### config.mk
export PLATFORM = sky130hd
export DESIGN_NAME = temp_bcd_converter
export DESIGN_NICKNAME = d
export VERILOG_FILES = /design/src/rtl/temp_bcd_converter.sv
export SDC_FILE = /design/constraint.sdc
export NUM_CORES = 1
export LEC_CHECK = 0
export CAP_MARGIN = 15
export CORE_ASPECT_RATIO = 1.5
export CORE_UTILIZATION = 57
export DETAILED_ROUTE_END_ITERATION = 8
export GPL_ROUTABILITY_DRIVEN = 0
export PLACE_DENSITY = 0.94
export SKIP_CTS_REPAIR_TIMING = 1
export SYNTH_ARGS = -nofsm -noshare
export SYNTH_HDL_FRONTEND = slang
export SYNTH_SLANG_ARGS = --single-unit
### constraint.sdc
create_clock -name clk -period 3.5 [get_ports clk]
set_input_delay 0.7 -clock clk [delete_from_list [all_inputs] [get_ports clk]]
set_output_delay 0.7 -clock clk [all_outputs]
set_load 0.05 [all_outputs]
### src/rtl/temp_bcd_converter.sv
// -----------------------------------------------------------------------------
// temp_bcd_converter
//
// Converts an unsigned binary temperature reading into packed BCD digits for
// the seven-segment driver. It uses the sequential shift-add-3 (double-dabble)
// method and handles one input bit per clock. A leading-zero blank mask is
// produced with the digits, so the display stage needs no division logic.
//
// Ports
//   clk      in   system clock, rising-edge active
//   rst      in   synchronous reset, active-low
//   bin_in   in   SIZE-bit unsigned value, sampled when start is accepted
//   start    in   conversion request, accepted only when idle
//   busy     out  high while a conversion is in flight
//   done     out  one-cycle pulse in the cycle bcd_out/blank update
//   bcd_out  out  DIGITS packed BCD nibbles, [3:0] = ones
//   blank    out  bit i set when digit i is a leading zero (bit 0 never set)
// -----------------------------------------------------------------------------
module temp_bcd_converter #(
  parameter int SIZE   = 8,
  parameter int DIGITS = 3
) (
  input  logic                  clk,
  input  logic                  rst,
  input  logic [SIZE-1:0]       bin_in,
  input  logic                  start,
  output logic                  busy,
  output logic                  done,
  output logic [4*DIGITS-1:0]   bcd_out,
  output logic [DIGITS-1:0]     blank
);

  localparam int BW = 4 * DIGITS;
  localparam int CW = $clog2(SIZE + 1);
  localparam logic [CW-1:0] LAST = CW'(SIZE - 1);

  typedef enum logic [0:0] {IDLE, SHIFT} state_t;

  state_t          state_q,   state_d;
  logic [SIZE-1:0] shreg_q,   shreg_d;
  logic [BW-1:0]   scratch_q, scratch_d;
  logic [CW-1:0]   cnt_q,     cnt_d;
  logic            busy_q,    busy_d;
  logic            done_q,    done_d;
  logic [BW-1:0]   bcd_q,     bcd_d;
  logic [DIGITS-1:0] blank_q, blank_d;

  logic [BW-1:0]   shift_scr;
  logic [SIZE-1:0] shift_sh;

  // Add 3 to every nibble that is 5 or more, so that the following doubling
  // carries correctly into the next decimal digit. A nibble never exceeds 12.
  function automatic logic [BW-1:0] add3_all(input logic [BW-1:0] s);
    logic [BW-1:0] r;
    r = s;
    for (int i = 0; i < DIGITS; i++) begin
      if (s[4*i +: 4] >= 4'd5) r[4*i +: 4] = s[4*i +: 4] + 4'd3;
    end
    return r;
  endfunction

  // Walk from the most significant digit down: a digit is blanked only while
  // it and every digit above it are zero. The ones digit is always shown.
  function automatic logic [DIGITS-1:0] blank_mask(input logic [BW-1:0] d);
    logic [DIGITS-1:0] m;
    logic              hz;
    m  = '0;
    hz = 1'b1;
    for (int i = DIGITS - 1; i >= 1; i--) begin
      hz   = hz & (d[4*i +: 4] == 4'd0);
      m[i] = hz;
    end
    return m;
  endfunction

  // State register
  always_ff @(posedge clk) begin
    if (!rst) begin
      state_q   <= IDLE;
      shreg_q   <= '0;
      scratch_q <= '0;
      cnt_q     <= '0;
      busy_q    <= 1'b0;
      done_q    <= 1'b0;
      bcd_q     <= '0;
      blank_q   <= '0;
    end else begin
      state_q   <= state_d;
      shreg_q   <= shreg_d;
      scratch_q <= scratch_d;
      cnt_q     <= cnt_d;
      busy_q    <= busy_d;
      done_q    <= done_d;
      bcd_q     <= bcd_d;
      blank_q   <= blank_d;
    end
  end

  // Next-state logic
  always_comb begin
    state_d   = state_q;
    shreg_d   = shreg_q;
    scratch_d = scratch_q;
    cnt_d     = cnt_q;
    busy_d    = busy_q;
    done_d    = 1'b0;
    bcd_d     = bcd_q;
    blank_d   = blank_q;

    // One double-dabble step: adjust, then shift {scratch, shreg} left by one.
    {shift_scr, shift_sh} = {add3_all(scratch_q), shreg_q} << 1;

    case (state_q)
      IDLE: begin
        if (start) begin
          shreg_d   = bin_in;
          scratch_d = '0;
          cnt_d     = '0;
          busy_d    = 1'b1;
          state_d   = SHIFT;
        end
      end
      SHIFT: begin
        scratch_d = shift_scr;
        shreg_d   = shift_sh;
        cnt_d     = cnt_q + CW'(1);
        // The last input bit has just entered the scratch: publish the result.
        if (cnt_q == LAST) begin
          bcd_d   = shift_scr;
          blank_d = blank_mask(shift_scr);
          done_d  = 1'b1;
          busy_d  = 1'b0;
          state_d = IDLE;
        end
      end
      default: state_d = IDLE;
    endcase
  end

  assign busy    = busy_q;
  assign done    = done_q;
  assign bcd_out = bcd_q;
  assign blank   = blank_q;

endmodule

==> impl_metrics.csv <==
group,metric,value,unit
timing,min_period,2166,ps
min_path,hp-start,"bcd_out[2]",
finish,layout_commonest_cell,"dfxtp_1",
floorplanning,start_util,0.6110,
worst_setup_path,cp.required,2800,ps
finish,area_growth,18.61,%
worst_setup_path,critPathMaxFanout,2,
logic_synthesis,synth.distinct_cells,31,
logic_synthesis,netlist_area,0.001949,sq mm
global_route,grt_pass1_vias,1528,
logic_synthesis,netlist_top_cells_area,"dfxtp_1 (42%), mux2i_1 (6.7%), nand2_1 (6.5%)",
floorplanning,ios,28,
pwr,leakagePower,1.002,nW
floorplanning,die_w,49.75,um
worst_setup_path,critPathMaxStageDelay,810,ps
worst_setup_path,crit_buf_inv,1,
route,post_drt_wl_per_cell,13.60,um
pwr,power.density,376.9,mW/mm^2
timing,final-hold-violation-count,0,
floorplanning,num_rows,25,
finish,mostFrequentLayoutCells,"dfxtp_1 (41), nand2_1 (34), clkdlybuf4s50_1 (26)",
route,vias,1634,
global_route,grt_usage,0.2359,
global_route,grt_max_degree,31,
logic_synthesis,yosysTopAreaCellShare,0.4211,
worst_setup_path,path_cells,"clkdlybuf4s50_1",
logic_synthesis,syn_nets,239,
finish,drive_gt1_frac,0.04918,
worst_setup_path,start_kind,"register",
route,drtIter0Drc,42,
worst_setup_path,path_class,"register to output port",
floorplanning,core,0.003191,sq mm
timing,worstMarginPinSlew,894.5,ps
finish,diodes,0,
global_route,grt_first_pass_wirelength,6.472,mm
clock_tree,clk_latency,300,ps
global_route,antenna_found_initial,0,
timing,finalSetupViolations,0,
route,ant_nets,0,
timing,min_period_over_period,0.6188,
logic_synthesis,synth_top_cell_by_area,"dfxtp_1",
timing,tns,0,ps
clock_tree,cts_buffers,5,
worst_setup_path,crit_slowest_cell,"clkdlybuf4s50_1",
finish,design_area,0.002312,sq mm
place,hpwl,2.587,mm
worst_setup_path,crit_start,"busy",
floorplanning,die_area,0.003663,sq mm
global_route,grt-ovfl-total,0,
clock_tree,cts_max_level,2,
timing,drv_slew,0,
timing,rsz0062_at_grt,"false",
pwr,peakVddDrop,346.7,uV
run_status,outcome,"complete, no violations",
worst_setup_path,cp_top_family,"buffers and inverters",
worst_setup_path,worstSetupEndpointType,"output port",
timing,fmax,461.7,MHz
logic_synthesis,ys_warn_count,0,
clock_tree,cts_sinks,41,
timing,clock_skew,4.242,ps
job,cap_viol_max_count,0,
route,viasPerCell,5.754,
finish,fin_util,0.7247,
logic_synthesis,synth_seq_area_share,0.4211,
clock_tree,clockBufferDepth,2,
timing,slew_headroom,0.4011,
logic_synthesis,ys_ff_latch,41,
logic_synthesis,syn_area_per_cell,8.821,sq um
floorplanning,dieHeight,73.62,um
clock_tree,cts_tree,"done",
worst_setup_path,worstPathArrival,1470,ps
place,numPortBuffers,26,
logic_synthesis,synth_cells,221,
route,drc_errors,0,
worst_setup_path,reg2reg_from,"cnt_q[0]",
route,firstDrtPassIters,4,
clock_tree,cts_root_buf,"clkbuf_8",
place,placed_area,0.002226,sq mm
min_path,hold_class,"register to register",
finish,fin_nets,262,
pwr,total_power,871.5,uW
clock_tree,path_clk_slew,70,ps
route,routed_wl,3.862,mm
==> sequential cells by signal, summed over array words and instances, names as in the netlist <==
register   count
bcd_out       12
done           1
state_q        1
shreg_q        8
blank          2
scratch_q     12
busy           1
cnt_q          4
==> cells by family (layout without fill, tap and decap cells) <==
family,after synthesis,after routing,share of synthesized area
and+or+nand+nor,84,84,0.2240
AOI/OAI and AO/OA,49,49,0.1733
DFF,41,41,0.4211
buffers and inverters,21,44,0.04429
muxes,14,14,0.07253
adders and majority gates,7,7,0.04493
xor gates and xnor gates,4,4,0.01797
other,1,1,0.001924
==> power by group <==
group	total [mW]	switching, mW	internal (mW)
clock	0.312	0.156	0.156
combinational	0.0741	0.0406	0.0335
sequential	0.485	0.00786	0.477
total	0.871	0.204	0.667
==> synthesized netlist by cell type <==
master	n
dfxtp_1	41
nand2_1	34
a21oi_1	19
mux2i_1	13
o211a_1	12
nor2b_1	10
nor3b_1	10
a21boi_0	9
clkbuf_1	8
nor3_1	8
ha_1	7
inv_1	7
nand3_1	7
nor2_1	7
o21ai_0	4
xnor2_1	4
buf_2	3
nand2b_1	3
o21a_1	3
a21o_1	1
and2_1	1
and3_1	1
buf_1	1
buf_4	1
conb_1	1
inv_2	1
mux2_2	1
nand4_1	1
nand4b_1	1
nor4b_4	1
o21ai_1	1
==> per-layer routing <==
layer / vias up / routed length [um] / part of all wire / global-route usage
li1: 805 / - / - / -
met1: 772 / 1575 / 0.41 / 0.2461
met2: 43 / 1998 / 0.52 / 0.4234
met3: 14 / 160 / 0.041 / 0.05590
met4: 0 / 127 / 0.033 / 0.1397
met5: - / 0 / 0 / 0
==> layout make-up <==
type,count,area (sq um)
Fill cell,264,878.3
Sequential cell,41,820.8
Timing Repair Buffer,29,282.8
Inverter,8,30.03
Tap cell,40,50.05
Clock buffer,7,86.33
Multi-Input combinational cell,159,1042
==> path summary, 6_finish.rpt <==
check / endpoint / slack (ps) / cells after the start
max: busy / 1330 / 1
min: bcd_out[2] / 460 / 2
max reg2reg: blank[1] / 1450 / 6
min reg2reg: bcd_out[2] / 460 / 2
==> stage by stage <==
stage | hold slack (ps) | cells | worst slack [ps]
2_1_floorplan | 453.8 | 221 | 1992
3_3_place_gp | 447.9 | 277 | 1157
3_5_place_dp | 449.3 | 277 | 1142
4_1_cts | 460.3 | 284 | 1328
5_1_grt | 497.1 | 284 | 1280
6_report | 460.3 | 284 | 1334
No activity file was read; power rests on OpenSTA's default activity.
